===== src/rtl/alu_pkg.sv =====
// Shared definitions for the ALU issue controller: opcodes, FSM states,
// instruction field positions and small decode helpers.
package alu_pkg;

    localparam int DATA_W   = 8;
    localparam int INSTR_W  = 16;
    localparam int RF_DEPTH = 4;
    localparam int RF_AW    = 2;

    // Instruction field positions (ALU and LI formats share rd)
    localparam int FMT_BIT = 15;
    localparam int OP_MSB  = 14;
    localparam int OP_LSB  = 12;
    localparam int RD_MSB  = 11;
    localparam int RD_LSB  = 10;
    localparam int RA_MSB  = 9;
    localparam int RA_LSB  = 8;
    localparam int RB_MSB  = 7;
    localparam int RB_LSB  = 6;
    localparam int OFF_MSB = 5;
    localparam int OFF_LSB = 0;
    localparam int IMM_MSB = 7;
    localparam int IMM_LSB = 0;

    typedef enum logic [2:0] {
        OP_ADD = 3'b000,
        OP_SUB = 3'b001,
        OP_AND = 3'b010,
        OP_OR  = 3'b011,
        OP_XOR = 3'b100,
        OP_SLT = 3'b101,
        OP_BEQ = 3'b110,
        OP_BNE = 3'b111
    } alu_op_e;

    typedef enum logic [1:0] {
        ST_IDLE = 2'b00,
        ST_EXEC = 2'b01,
        ST_WB   = 2'b10
    } state_e;

    function automatic logic is_branch(input alu_op_e op);
        return (op == OP_BEQ) || (op == OP_BNE);
    endfunction

    function automatic logic [DATA_W-1:0] sext_off(input logic [OFF_MSB-OFF_LSB:0] off);
        return {{(DATA_W - (OFF_MSB - OFF_LSB + 1)){off[OFF_MSB-OFF_LSB]}}, off};
    endfunction

endpackage


===== src/rtl/alu_regfile.sv =====
// 4x8 register file: two combinational operand reads, one debug read,
// one synchronous write port, all entries cleared by asynchronous reset.
module alu_regfile
    import alu_pkg::*;
(
    input  logic              clk,
    input  logic              rst_n,
    input  logic              we,
    input  logic [RF_AW-1:0]  waddr,
    input  logic [DATA_W-1:0] wdata,
    input  logic [RF_AW-1:0]  ra_addr,
    input  logic [RF_AW-1:0]  rb_addr,
    input  logic [RF_AW-1:0]  dbg_addr,
    output logic [DATA_W-1:0] ra_data,
    output logic [DATA_W-1:0] rb_data,
    output logic [DATA_W-1:0] dbg_data
);

    logic [DATA_W-1:0] regs_reg [RF_DEPTH];

    always_ff @(posedge clk or negedge rst_n) begin
        if (!rst_n) begin
            for (int i = 0; i < RF_DEPTH; i++) begin
                regs_reg[i] <= '0;
            end
        end else if (we) begin
            regs_reg[waddr] <= wdata;
        end
    end

    assign ra_data  = regs_reg[ra_addr];
    assign rb_data  = regs_reg[rb_addr];
    assign dbg_data = regs_reg[dbg_addr];

endmodule


===== src/rtl/alu_issue_ctrl.sv =====
// Issues one instruction at a time to an external combinational ALU and
// retires it: register write-back, pc update and sticky add overflow.
module alu_issue_ctrl
    import alu_pkg::*;
(
    input  logic               clk,
    input  logic               rst_n,
    input  logic               instr_valid,
    output logic               instr_ready,
    input  logic [INSTR_W-1:0] instr,
    output logic [DATA_W-1:0]  alu_a,
    output logic [DATA_W-1:0]  alu_b,
    output logic [2:0]         alu_sel,
    input  logic [DATA_W-1:0]  alu_f,
    input  logic               alu_ovf,
    input  logic               alu_take_branch,
    output logic [DATA_W-1:0]  pc,
    output logic               ovf_flag,
    input  logic               ovf_clr,
    input  logic [RF_AW-1:0]   dbg_addr,
    output logic [DATA_W-1:0]  dbg_data
);

    state_e              state_reg;
    logic [INSTR_W-1:0]  ir_reg;
    logic [DATA_W-1:0]   pc_reg;
    logic                ovf_reg;
    logic [DATA_W-1:0]   alu_a_reg;
    logic [DATA_W-1:0]   alu_b_reg;
    alu_op_e             alu_sel_reg;

    logic                accept;
    logic                in_is_li;
    alu_op_e             in_op;
    logic [DATA_W-1:0]   ra_data;
    logic [DATA_W-1:0]   rb_data;

    logic                ir_is_li;
    alu_op_e             ir_op;
    logic                ir_branch;
    logic                rf_we;
    logic [RF_AW-1:0]    rf_waddr;
    logic [DATA_W-1:0]   rf_wdata;
    logic [DATA_W-1:0]   pc_next;

    assign instr_ready = (state_reg == ST_IDLE);
    assign accept      = instr_valid && instr_ready;

    // Operands are read from the incoming word so they can be registered on the accept edge
    assign in_is_li = instr[FMT_BIT];
    assign in_op    = alu_op_e'(instr[OP_MSB:OP_LSB]);

    assign ir_is_li  = ir_reg[FMT_BIT];
    assign ir_op     = alu_op_e'(ir_reg[OP_MSB:OP_LSB]);
    assign ir_branch = !ir_is_li && is_branch(ir_op);

    assign rf_we    = (state_reg == ST_WB) && !ir_branch;
    assign rf_waddr = ir_reg[RD_MSB:RD_LSB];
    assign rf_wdata = ir_is_li ? ir_reg[IMM_MSB:IMM_LSB] : alu_f;

    // Taken branches add the signed offset; everything else advances by one (mod 256)
    always_comb begin
        pc_next = pc_reg + 8'd1;
        if (ir_branch && alu_take_branch) begin
            pc_next = pc_reg + sext_off(ir_reg[OFF_MSB:OFF_LSB]);
        end
    end

    alu_regfile u_regfile (
        .clk      (clk),
        .rst_n    (rst_n),
        .we       (rf_we),
        .waddr    (rf_waddr),
        .wdata    (rf_wdata),
        .ra_addr  (instr[RA_MSB:RA_LSB]),
        .rb_addr  (instr[RB_MSB:RB_LSB]),
        .dbg_addr (dbg_addr),
        .ra_data  (ra_data),
        .rb_data  (rb_data),
        .dbg_data (dbg_data)
    );

    always_ff @(posedge clk or negedge rst_n) begin
        if (!rst_n) begin
            state_reg   <= ST_IDLE;
            ir_reg      <= '0;
            pc_reg      <= '0;
            ovf_reg     <= 1'b0;
            alu_a_reg   <= '0;
            alu_b_reg   <= '0;
            alu_sel_reg <= OP_ADD;
        end else begin
            if (ovf_clr) begin
                ovf_reg <= 1'b0;
            end
            case (state_reg)
                ST_IDLE: begin
                    if (accept) begin
                        ir_reg <= instr;
                        if (in_is_li) begin
                            state_reg <= ST_WB;
                        end else begin
                            state_reg   <= ST_EXEC;
                            alu_a_reg   <= ra_data;
                            alu_b_reg   <= rb_data;
                            alu_sel_reg <= in_op;
                        end
                    end
                end
                ST_EXEC: begin
                    state_reg <= ST_WB;
                end
                ST_WB: begin
                    pc_reg    <= pc_next;
                    state_reg <= ST_IDLE;
                    // Placed after the clear so a same-edge set takes priority
                    if (!ir_is_li && ir_op == OP_ADD && alu_ovf) begin
                        ovf_reg <= 1'b1;
                    end
                end
                default: begin
                    state_reg <= ST_IDLE;
                end
            endcase
        end
    end

    assign pc       = pc_reg;
    assign ovf_flag = ovf_reg;
    assign alu_a    = alu_a_reg;
    assign alu_b    = alu_b_reg;
    assign alu_sel  = alu_sel_reg;

endmodule


===== config.mk =====
export PLATFORM = sky130hd
export DESIGN_NAME = alu_issue_ctrl
export DESIGN_NICKNAME = d
export VERILOG_FILES = /design/src/rtl/alu_pkg.sv /design/src/rtl/alu_regfile.sv /design/src/rtl/alu_issue_ctrl.sv
export SDC_FILE = /design/constraint.sdc
export NUM_CORES = 1
export LEC_CHECK = 0
export CAP_MARGIN = 20
export CORE_MARGIN = 2
export CORE_UTILIZATION = 60
export DETAILED_ROUTE_END_ITERATION = 10
export DONT_BUFFER_PORTS = 1
export PLACE_DENSITY_LB_ADDON = 0.3
export SETUP_SLACK_MARGIN = 0.1
export SLEW_MARGIN = 20
export SYNTH_ARGS = -nofsm -noshare
export SYNTH_HDL_FRONTEND = slang
export SYNTH_SLANG_ARGS = --single-unit

===== constraint.sdc =====
create_clock -name clk -period 3.8 [get_ports clk]
set_input_delay 0.19 -clock clk [delete_from_list [all_inputs] [get_ports clk]]
set_output_delay 0.19 -clock clk [all_outputs]
set_load 0.02 [all_outputs]

# After elaboration in Yosys (flattened, before gate mapping)
# Cells that the tools add are included.
[op_classes] n_reduce_logical=14 bitwise=5 mux=20 eq_ne=5 addsub=2 magnitude_cmp=5
[ops] op="$mux W8" n=9
[ops] op="$bmux W8 S2" n=3
[ops] op="$bwmux W32" n=1
[ops] op="$demux W8 S2" n=1
[ops] op="$ge A3 B3 Y1 const B" n=4
[ops] op="$not A2 Y3" n=4
[ops] op="$add A8 B1 Y8 const B" n=1
[ops] op="$add A8 B8 Y8" n=1
[ops] op="$logic_and A1 B1 Y1" n=7
[ops] op="$eq A3 B3 Y1 const B" n=2
[ops] op="$mux W2" n=2
[ops] op="$pmux W2 S2" n=1
[ops] op="$logic_not A3 Y1" n=1
[ops] op="$lt A3 B1 Y1 const B" n=1
[ops] op="$mux W1" n=3
[ops] op="$reduce_and A3 Y1" n=1
[ops] op="$eq A2 B1 Y1 const B" n=1
[ops] op="$eq A2 B2 Y1 const B" n=1
[ops] op="$logic_not A1 Y1" n=2
[ops] op="$logic_not A2 Y1" n=1
[ops] op="$ne A2 B1 Y1 const B" n=1
[ops] op="$reduce_and A2 Y1" n=1
[ops] op="$logic_or A1 B1 Y1" n=1
[ops] op="$not A1 Y1" n=1
[word_totals] in_bits=32 ff_bits=78 out_inout_bits=37 elab_cells=62

# Depth between registers and ports, before layout
# Gate-level depths: netlist of run 1.
[depth] ltp_word=6 ltp_mapped=10 mapped_depth_nobuf=10

# By module
# Synthesis of run 1 repeated with hierarchy kept, for this count alone.
[unflattened] cells_unflattened=255 hier_area_um2=3808.7
[by_module_without_submodules] module="alu_issue_ctrl" cells_each=157 area_each_um2=2029.4 seq_area_each_um2=1101.1 n_inst=1
[by_module_without_submodules] module="alu_regfile" cells_each=98 area_each_um2=1779.2 seq_area_each_um2=800.8 n_inst=1

# Worst setup path after synthesis of run 1
# No wires, ideal clock.
[synth_path] path_kind="reg2reg" start="register ir_reg[15]" end="register pc_reg[6] (netlist: pc[6])" required_time_ns=3.720 path_slack_ns=1.538 period_less_slack_ns=2.262 path_stages_with_launch=11 n_path_buf=0 arrival_ns=2.182 setup_ns=0.080 path_cell_list="dfrtp_1 and4b_2 nand2b_1 ha_1 inv_1 fa_1 nor2b_1 o31a_1 or4_1 a21oi_1 xor2_1"
[synth_via] elab_chain_cells=4
[synth_lines] item="from (decl)" line_no="alu_issue_ctrl.sv:25" source="logic [INSTR_W-1:0] ir_reg;"
[synth_lines] item="from (signal assigned)" line_no="alu_issue_ctrl.sv:99" source="ir_reg <= instr;"
[synth_lines] item="$logic_not A1 Y1" line_no="alu_issue_ctrl.sv:55" source="assign ir_branch = !ir_is_li && is_branch(ir_op);"
[synth_lines] item="$logic_and A1 B1 Y1" line_no="alu_issue_ctrl.sv:55"
[synth_lines] item="$logic_and A1 B1 Y1" line_no="alu_issue_ctrl.sv:64" source="if (ir_branch && alu_take_branch) begin"
[synth_lines] item="$mux W8" line_no="alu_issue_ctrl.sv:64"
[synth_lines] item="to (signal assigned)" line_no="alu_issue_ctrl.sv:114" source="pc_reg <= pc_next;"
[synth_lines] item="to (decl)" line_no="alu_issue_ctrl.sv:26" source="logic [DATA_W-1:0] pc_reg;"
# No other way between the ends.
# A chain may end at the register's enable or synchronous reset.

# Final worst setup path of run 1
# Ends and elaborated chain as after synthesis.

==> reports/results.ini, run 1 <==
[floorplan]
dieArea_um2 = 6837
ioPinCount = 69
core_area_um2 = 5956
die_y_um = 82.69
fp.dieW_um = 82.69
num_rows = 28
start_util_pct = 62.37

[placement]
hpwl_um = 5054
detailedPlace.worstSlack_ps = 1094
io_buffers = 0
place_congestion = 0.9044

[synth]
synth_commonest_cells = dfrtp_1, nand2_1, o21ai_0, mux2_2, mux4_2
synth_top_family_by_area = multiplexers
synth_top_area_share_pct = 51.20
synth_fp_nets = 329
postSynthAreaPerCell_um2 = 12.77
async_flop_share_pct = 100.0
synth_fa_ha_area_share_pct = 2.223
synth-seq-cells = 76
synth_edf_count = 0
synth_compound_area_share_pct = 7.646
synthCells = 291
ys_warn_count = 0
synth_simple_gate_area_share_pct = 8.420
synthesis.area_um2 = 3715
synth_top_flop_cell = dfrtp_1
ys_top_cells_by_area = dfrtp_1, mux4_2, mux2_2
yosysTopAreaCell = dfrtp_1
yosys.area_share.xor_xnor_pct = 0.9431
yosys-mux-area-fraction_pct = 27.25
yosysSeqAreaShare_pct = 51.20
ys_types = 36
yosys.cell_count.top_type = dfrtp_1

[routing]
route.detailed.drc = 0
dr.first_iter.drc_count = 124
wl_per_cell_um = 20.03
routed_via_density = 6.216
via_count = 2393
ant_nets = 0
wl_um = 7712
drtPass1Iterations = 4

[worst_setup_path]
critical_path_class = reg -> reg
path_cells = and4b_2 > and2_1 > ha_1 > nor2b_1 > o31a_1 > or4_1 > a21oi_1 > xor2_1
arrival_ps = 3030
cp_max_fo = 12
cp-end-kind = flop
worstPathRequired_ps = 4080
crit_path_start_kind = flop
worst_path_max_delay_cell = dfrtp_1
cpPeakStageDelay_ps = 670

[cts]
clk_pin_slew_ps = 80
cts_tree = done
cts_buffer_depth = 2
cts_buffers = 9
clock_sinks = 76
cts_root_buf = clkbuf_8
ctsResizeCount = 0
cts_max_level = 3
clock_latency_ps = 350

[pwr]
pwr-share-seq_pct = 51.0
ir_worst_vdd_uv = 375.0
leakagePower_nw = 1.792
p_sw_mw = 1.119
clkPwrFrac_pct = 23.0
pwr-share-comb_pct = 25.9
p_int_mw = 2.038
p_sw_share_pct = 35.44
p_per_area_nw_per_um2 = 754.1

[cells_and_area]
finalCoreUtilization_pct = 70.29
fin_nets = 343
drive_gt1_share_pct = 21.94
syn_to_final_growth_pct = 12.70
largest_reg_flops = 32
nFillCells = 429
diodes = 0

[sta]
fin_skew_ps = 8.357
hold_violations = 0
max_freq_ghz = 0.3630
worst_pin_slew_ps = 939.5
hold-worst-slack_ps = 102.1
period_share_pct = 72.50
fin_setup_tns_ps = 0
grt_setup_unrepaired = no
drv_slew = 0
setup_ws_ps = 1045
max-slew-margin-rel_pct = 37.02
period_minus_slack_ps = 2755
timing.final.setup_violations = 0

[grt]
grt_max_degree = 77
grt_first_pass_wirelength_um = 11840
antenna_found_initial = 0
grt-ovfl-total = 0
grtUsageTotal_pct = 24.70
grt_pass1_vias = 2302

[status]
status = complete, no violations

[flow_run]
max_cap_violations = 0

[hold_path]
min-delay-path-class = in -> reg

layer usage:
layer  vias up  global-route usage [%]  part of all wire, %  routed length (um)
li1       1097                       -                    -                   -
met1      1201                   29.64                   41                3175
met2        73                   41.13                   50                3869
met3        22                   6.630                  5.7                 441
met4         0                   12.46                  2.9                 225
met5         -                       0                    0                   0
power by group through the flow:
| stage | clock network, mW | registers, mW | logic, mW |
|---|---|---|---|
| 4_1_cts | 0.736 | 1.61 | 0.825 |
| 5_1_grt | 0.777 | 1.68 | 0.901 |
| 3_3_place_gp | 0 | 1.60 | 0.759 |
| 6_report | 0.726 | 1.61 | 0.819 |
| 2_1_floorplan | 0 | 1.53 | 0.709 |
| 3_5_place_dp | 0 | 1.63 | 0.787 |
metrics by stage:
| stage | instance area [um^2] | cells | power (mW) |
|---|---|---|---|
| global placement | 3747 | 350 | 2.360 |
| floorplan | 3715 | 291 | 2.238 |
| global route | 4187 | 385 | 3.355 |
| CTS | 4187 | 385 | 3.172 |
| finish | 4187 | 385 | 3.157 |
| detailed placement | 3747 | 350 | 2.414 |
worst max-delay path, delay by kind of cell, from the launching register on:
family / cells / cell delay (ps)
AO/OA/AOI/OAI: 2 / 440
flip-flops: 1 / 670
XOR/XNOR: 1 / 150
adder cells (fa/ha/maj): 1 / 330
AND/OR/NAND/NOR: 4 / 1090
final timing paths:
kind / from / to / slack (ps) / depth (start not counted)
max: ir_reg[15]$_DFFE_PN0P_ / pc[6]$_DFFE_PN0N_ / 1040 / 8
min reg2reg: state_reg[1]$_DFFE_PN0P_ / state_reg[1]$_DFFE_PN0P_ / 480 / 1
min in group asynchronous: rst_n / alu_a[5]$_DFFE_PN0P_ / 400 / 2
max in group asynchronous: rst_n / ir_reg[10]$_DFFE_PN0P_ / 3110 / 2
min: alu_f[7] / u_regfile.regs_reg[23]$_DFFE_PN0P_ / 100 / 2
max reg2reg: ir_reg[15]$_DFFE_PN0P_ / pc[6]$_DFFE_PN0N_ / 1040 / 8
logic make-up (layout without fill, tap and decap cells):
logic type	Yosys count	after routing
AO/OA/AOI/OAI	52	52
adder cells (fa/ha/maj)	6	6
flip-flops	76	76
multiplexers	67	67
AND/OR/NAND/NOR	65	65
buffers and inverters	21	40
XOR/XNOR	4	4
layout by cell type (no fill, tap or decap), types with 2 or more instances in the layout:
cell	count
a211oi_1	3
a21o_1	2
a21oi_1	12
and2_1	4
bufinv_16	3
clkbuf_1	2
clkbuf_8	9
clkinv_2	2
dfrtp_1	76
dlygate4sd3_1	18
ha_1	5
inv_1	4
mux2_1	9
mux2_2	24
mux2i_1	10
mux4_2	24
nand2_1	32
nand2b_1	2
nand4_1	2
nand4b_1	2
nor2_1	12
nor2b_1	2
o21ai_0	31
or4_1	2
xor2_1	3
area by class of cell:
cell class | count | area (um^2) | share of cell area (%)
flip-flops and latches | 76 | 1902 | 45.43
multi-input cells | 194 | 1729 | 41.30
repair buffers | 20 | 215.2 | 5.140
clock buffers | 11 | 131.4 | 3.138
clock inverters | 5 | 100.1 | 2.391
well taps | 75 | 93.84 | 2.241
inverters | 4 | 15.01 | 0.3586
repair_timing:
| action | 4_1_cts | 5_1_grt |
|---|---|---|
| buffers inserted | 0 | 0 |
| hold endpoints to repair | 96 | 0 |
| hold buffers | 19 | 0 |
No activity file was read; power rests on OpenSTA's default activity.
==> run 2, diff against run 1 <==
--- a/config.mk
+++ b/config.mk
@@ -7,7 +7,7 @@
 export LEC_CHECK = 0
 export CAP_MARGIN = 20
 export CORE_MARGIN = 2
-export CORE_UTILIZATION = 60
+export CORE_UTILIZATION = 57
 export DETAILED_ROUTE_END_ITERATION = 10
 export DONT_BUFFER_PORTS = 1
 export PLACE_DENSITY_LB_ADDON = 0.3
==> constraint.sdc (replaced) <==
create_clock -name clk -period 2.4 [get_ports clk]
set_input_delay 0.12 -clock clk [delete_from_list [all_inputs] [get_ports clk]]
set_output_delay 0.12 -clock clk [all_outputs]
set_load 0.02 [all_outputs]
==> run 2 against run 1 <==
Net effect:
- the flow now finishes with violations (negative setup slack)
- clock power increased by 76%
- design area increased by 4.8%
- sequential power increased by 59%
- critical endpoint unchanged
- highest routed layer unchanged
==> reports/results.ini, run 2 (synthesized netlist as in run 1, its figures left out) <==
[floorplan]
dieArea_um2 = 7179
ioPinCount = 69
num_rows = 29
fp.dieW_um = 84.73
core_area_um2 = 6314
start_util_pct = 58.84
die_y_um = 84.73

[worst_setup_path]
arrival_ps = 2710
cp-end-kind = flop
critical_path_class = reg -> reg
worstPathRequired_ps = 2670
crit_path_start_kind = flop
cp_max_fo = 4
r2r_cells = 10

[grt]
grt_max_degree = 77
grtUsageTotal_pct = 24.95
grt_first_pass_wirelength_um = 13560
antenna_found_initial = 0
grt-ovfl-total = 0
grt_pass1_vias = 2644

[cells_and_area]
largest_reg_flops = 32
drive_gt1_share_pct = 28.17
syn_to_final_growth_pct = 18.15
fin_nets = 356
final_cell_mix = dfrtp_1, nand2_1, o21ai_0, mux4_2, mux2_2
layout_commonest_cell = dfrtp_1
layout.cells.non_filler = 400
diodes = 0
finalCoreUtilization_pct = 69.52

[sta]
timing.final.setup_violations = 1
max_freq_ghz = 0.4109
hold-worst-slack_ps = 45.97
setup_ws_ps = -33.84
fin_skew_ps = 12.64
period_share_pct = 101.4
max-slew-margin-rel_pct = 68.51
period_minus_slack_ps = 2434
drv_slew = 0
worst_pin_slew_ps = 459.2
hold_violations = 0
grt_setup_unrepaired = yes

[routing]
wl_met2_um = 4264
wl_met3_um = 406
dr.first_iter.drc_count = 147
wl_per_cell_um = 20.47
route.detailed.drc = 0
via_count = 2446
wl_met1_um = 3367
routed_via_density = 6.115
drtPass1Iterations = 4
wl_um = 8186
highest_layer = met4
ant_nets = 0

[placement]
dp.cells = 362
place_congestion = 0.9076
io_buffers = 0
detailedPlace.worstSlack_ps = -20.93
hpwl_um = 5348

[cts]
clock_sinks = 76
cts_buffer_depth = 2
cts_max_level = 3
cts_buffers = 9
cts_tree = done
clk_pin_slew_ps = 80
cts_root_buf = clkbuf_8
clock_latency_ps = 350

[flow_run]
max_cap_violations = 0

[hold_path]
hold_depth = 2
min-delay-path-class = in -> reg

[pwr]
leakagePower_nw = 1.870
finalPower_mw = 5.268
p_per_area_nw_per_um2 = 1200
ir_worst_vdd_uv = 762.8

[status]
violations = negative setup slack
status = finished with violations

==> run 2: changes by cell type in the layout (fill, tap and decap cells not counted), sizes merged <==
cell	delta
clkbuf	+1
bufinv	+1
buf	+13
clkinv	-2
==> run 2: metal layers <==
layer	up-vias	global-route usage (%)
met2	73	42.59
met3	15	5.703
met5	-	0
met4	0	9.380
met1	1232	31.18
li1	1126	-
==> run 2: per-stage QoR <==
step	TNS [ps]	cell area [um^2]
floorplan	0	3715
global placement	0	3837
detailed placement	-20.93	3837
CTS	0	4347
global route	-155.6	4389
finish	-33.84	4389
==> run 2: worst max-delay path: stages, from the launching register on <==
cell and delay [ps]:
dfrtp_1 380, and4b_2 320, nand2b_1 90, ha_2 190
inv_2 60, fa_2 220, nor2b_2 50, o31a_1 320
or4_4 450, a21oi_4 140, xor2_1 150
==> run 2: final cells by class <==
class	instances	area [um^2]
inverters	4	15.01
well taps	77	96.34
repair buffers	33	325.3
fillers	452	1924
flip-flops and latches	76	1902
multi-input cells	194	1785
clock buffers	12	145.1
clock inverters	4	120.1
==> run 2: where the power goes <==
part           switching (mW)  internal [mW]  total (mW)
logic                   0.631          0.794        1.42
clock network           0.459          0.826        1.28
registers               0.747           1.81        2.56
==> run 2: worst paths after layout <==
| check | slack, ps | endpoint | from |
|---|---|---|---|
| min in group asynchronous | 330 | alu_a[4]$_DFFE_PN0P_ | rst_n |
| min | 50 | u_regfile.regs_reg[23]$_DFFE_PN0P_ | alu_f[7] |
| max in group asynchronous | 1770 | state_reg[0]$_DFFE_PN0P_ | rst_n |
| max reg2reg | -30 | pc[6]$_DFFE_PN0N_ | ir_reg[15]$_DFFE_PN0P_ |
| min reg2reg | 500 | state_reg[1]$_DFFE_PN0P_ | state_reg[1]$_DFFE_PN0P_ |
| max | -30 | pc[6]$_DFFE_PN0N_ | ir_reg[15]$_DFFE_PN0P_ |
==> run 2: what timing repair did <==
action / CTS / global route
endpoints found under the hold margin: 95 / 0
endpoints found under the setup margin: 3 / 3
pin swaps: 2 / 5
setup buffers: 1 / 2
resized for setup: 6 / 5
hold buffers: 19 / 0
==> run 3, diff against run 2 <==
--- a/config.mk
+++ b/config.mk
@@ -6,12 +6,14 @@
 export NUM_CORES = 1
 export LEC_CHECK = 0
 export CAP_MARGIN = 20
+export CORE_ASPECT_RATIO = 0.7
 export CORE_MARGIN = 2
 export CORE_UTILIZATION = 57
 export DETAILED_ROUTE_END_ITERATION = 10
 export DONT_BUFFER_PORTS = 1
 export PLACE_DENSITY_LB_ADDON = 0.3
 export SETUP_SLACK_MARGIN = 0.1
+export SKIP_LAST_GASP = 1
 export SLEW_MARGIN = 20
 export SYNTH_ARGS = -nofsm -noshare
 export SYNTH_HDL_FRONTEND = slang
==> run 3 against run 2 <==
Net effect:
- the flow still finishes with violations (negative setup slack)
- sequential share of layout area increased by 1.2 points
- critical endpoint unchanged
- worst hold slack got worse by 6.4 ps
- critical path type unchanged
- combinational power decreased by 3%
- via count shrank 0.37%
- global-route usage decreased by 0.25 points
- power decreased by 4.5%
- sequential power is essentially flat
- worst setup slack improved by 27 ps
- largest power group unchanged
- critical path depth did not move
- register-to-register slack improved by 30 ps
==> reports/results.ini, run 3 (synthesized netlist as in run 1, its figures left out) <==
[cts]
cts_buffers = 9
clk_pin_slew_ps = 80
cts_setup_buffers = 0
cts_buffer_depth = 2
cts_root_buf = clkbuf_8
clock_sinks = 76
cts_tree = done
cts_max_level = 3
clock_latency_ps = 360

[routing]
routed_via_density = 6.139
route.detailed.drc = 0
wl_um = 7970
ant_nets = 0
drtPass1Iterations = 4
wl_per_cell_um = 20.08
via_count = 2437
dr.first_iter.drc_count = 89

[sta]
period_share_pct = 100.3
drv_slew = 0
period_minus_slack_ps = 2407
max_freq_ghz = 0.4155
max-slew-margin-rel_pct = 69.41
grt_setup_unrepaired = yes
setup_ws_ps = -6.594
fin_setup_tns_ps = -6.594
timing.final.setup_violations = 1
worst_pin_slew_ps = 446.2
fin_skew_ps = 5.097
hold_violations = 0

[cells_and_area]
diodes = 0
final_cell_mix = dfrtp_1, nand2_1, o21ai_0, mux4_2, mux2_2
syn_to_final_growth_pct = 15.02
nFillCells = 451
largest_reg_flops = 32
layout_commonest_cell = dfrtp_1
fin_nets = 352
drive_gt1_share_pct = 26.02

[floorplan]
num_rows = 24
die_y_um = 71.54
core_area_um2 = 6276
dieArea_um2 = 7189
fp.dieW_um = 100.5
ioPinCount = 69
start_util_pct = 59.19

[worst_setup_path]
r2r_cells = 10
rrSetupSlack_ps = -7
crit_path_start_kind = flop
cp-end-kind = flop
critical_path_class = reg -> reg
rr_startpoint = ir_reg[15]$_DFFE_PN0P_
cp_max_fo = 5
r2r-end = pc[6]$_DFFE_PN0N_
worstPathRequired_ps = 2680
arrival_ps = 2690
cp-endpoint = pc[6]$_DFFE_PN0N_
crit_start = ir_reg[15]$_DFFE_PN0P_

[placement]
io_buffers = 0
place_congestion = 0.8925
hpwl_um = 5501

[hold_path]
hold_depth = 2
min-delay-path-class = in -> reg

[grt]
grt_pass1_vias = 2562
met1_usage_pct = 33.78
grt_first_pass_wirelength_um = 13090
met2_usage_pct = 37.58
grt_max_degree = 77
grt-ovfl-total = 0
grtUsageTotal_pct = 24.69
antenna_found_initial = 0
busiest_layer = met2
gr-usage-met3_pct = 9.171

[pwr]
p_per_area_nw_per_um2 = 1177
finalPower_mw = 5.030
ir_worst_vdd_uv = 601.0
leakagePower_nw = 1.824

[status]
status = finished with violations
violations = negative setup slack

[flow_run]
max_cap_violations = 0

[run 3: timing repair]
action / CTS / global route
resized for setup: 3 / 3
endpoints found under the hold margin: 95 / 0
hold buffers: 19 / 0
pin swaps: 0 / 1
endpoints found under the setup margin: 3 / 3
[run 3: critical path: stages (launching register included)]
cell	delay, ps
dfrtp_1	380
and4b_2	360
nand2b_1	80
ha_2	180
inv_1	70
fa_2	210
nor2b_1	60
o31a_1	270
or4_4	430
a21oi_2	160
xor2_1	160
[run 3: report_power, final]
| part | leakage [nW] | switching [mW] | total, mW | internal [mW] |
|---|---|---|---|---|
| sequential | 0.903 | 0.754 | 2.57 | 1.81 |
| clock | 0.107 | 0.469 | 1.08 | 0.613 |
| combinational | 0.814 | 0.615 | 1.38 | 0.768 |
[run 3: layer usage]
metal | routed length (um) | vias to the layer above
li1 | - | 1109
met1 | 3660 | 1238
met5 | 0 | -
met4 | 139 | 0
met2 | 3690 | 77
met3 | 479 | 13
[run 3: layout make-up]
class	instances	area [um^2]	area share [%]
clock inverter	4	72.57	1.698
sequential	76	1902	44.51
clock buffer	12	145.1	3.397
tap	78	97.59	2.284
multi-input combinational	194	1758	41.14
timing repair buffer	29	282.8	6.618
inverter	4	15.01	0.3514
[run 3: per-stage QoR]
| step | util (%) | std cells | setup WS [ps] | instance area (um^2) | hold WS, ps |
|---|---|---|---|---|---|
| 2_1_floorplan | - | 291 | 138.5 | 3715 | -175.6 |
| 3_3_place_gp | 60.85 | 362 | 56.63 | 3819 | -173.8 |
| 3_5_place_dp | 60.85 | 362 | -34.95 | 3819 | -173.4 |
| 4_1_cts | 67.78 | 397 | -39.84 | 4254 | 39.24 |
| 5_1_grt | 68.08 | 397 | -125.9 | 4273 | 52.45 |
| 6_report | 68.08 | 397 | -6.594 | 4273 | 39.59 |
[run 3: worst min path at each step]
stage,endpoint,from,slack [ps]
after detailed placement,alu_sel[1]$_DFFE_PN0P_,rst_n,-170
after floorplan,alu_a[0]$_DFFE_PN0P_,rst_n,-180
after global placement,alu_sel[1]$_DFFE_PN0P_,rst_n,-170
after global routing,alu_b[4]$_DFFE_PN0P_,instr[7],50
after CTS,u_regfile.regs_reg[28]$_DFFE_PN0P_,alu_f[4],40
final,u_regfile.regs_reg[28]$_DFFE_PN0P_,alu_f[4],40
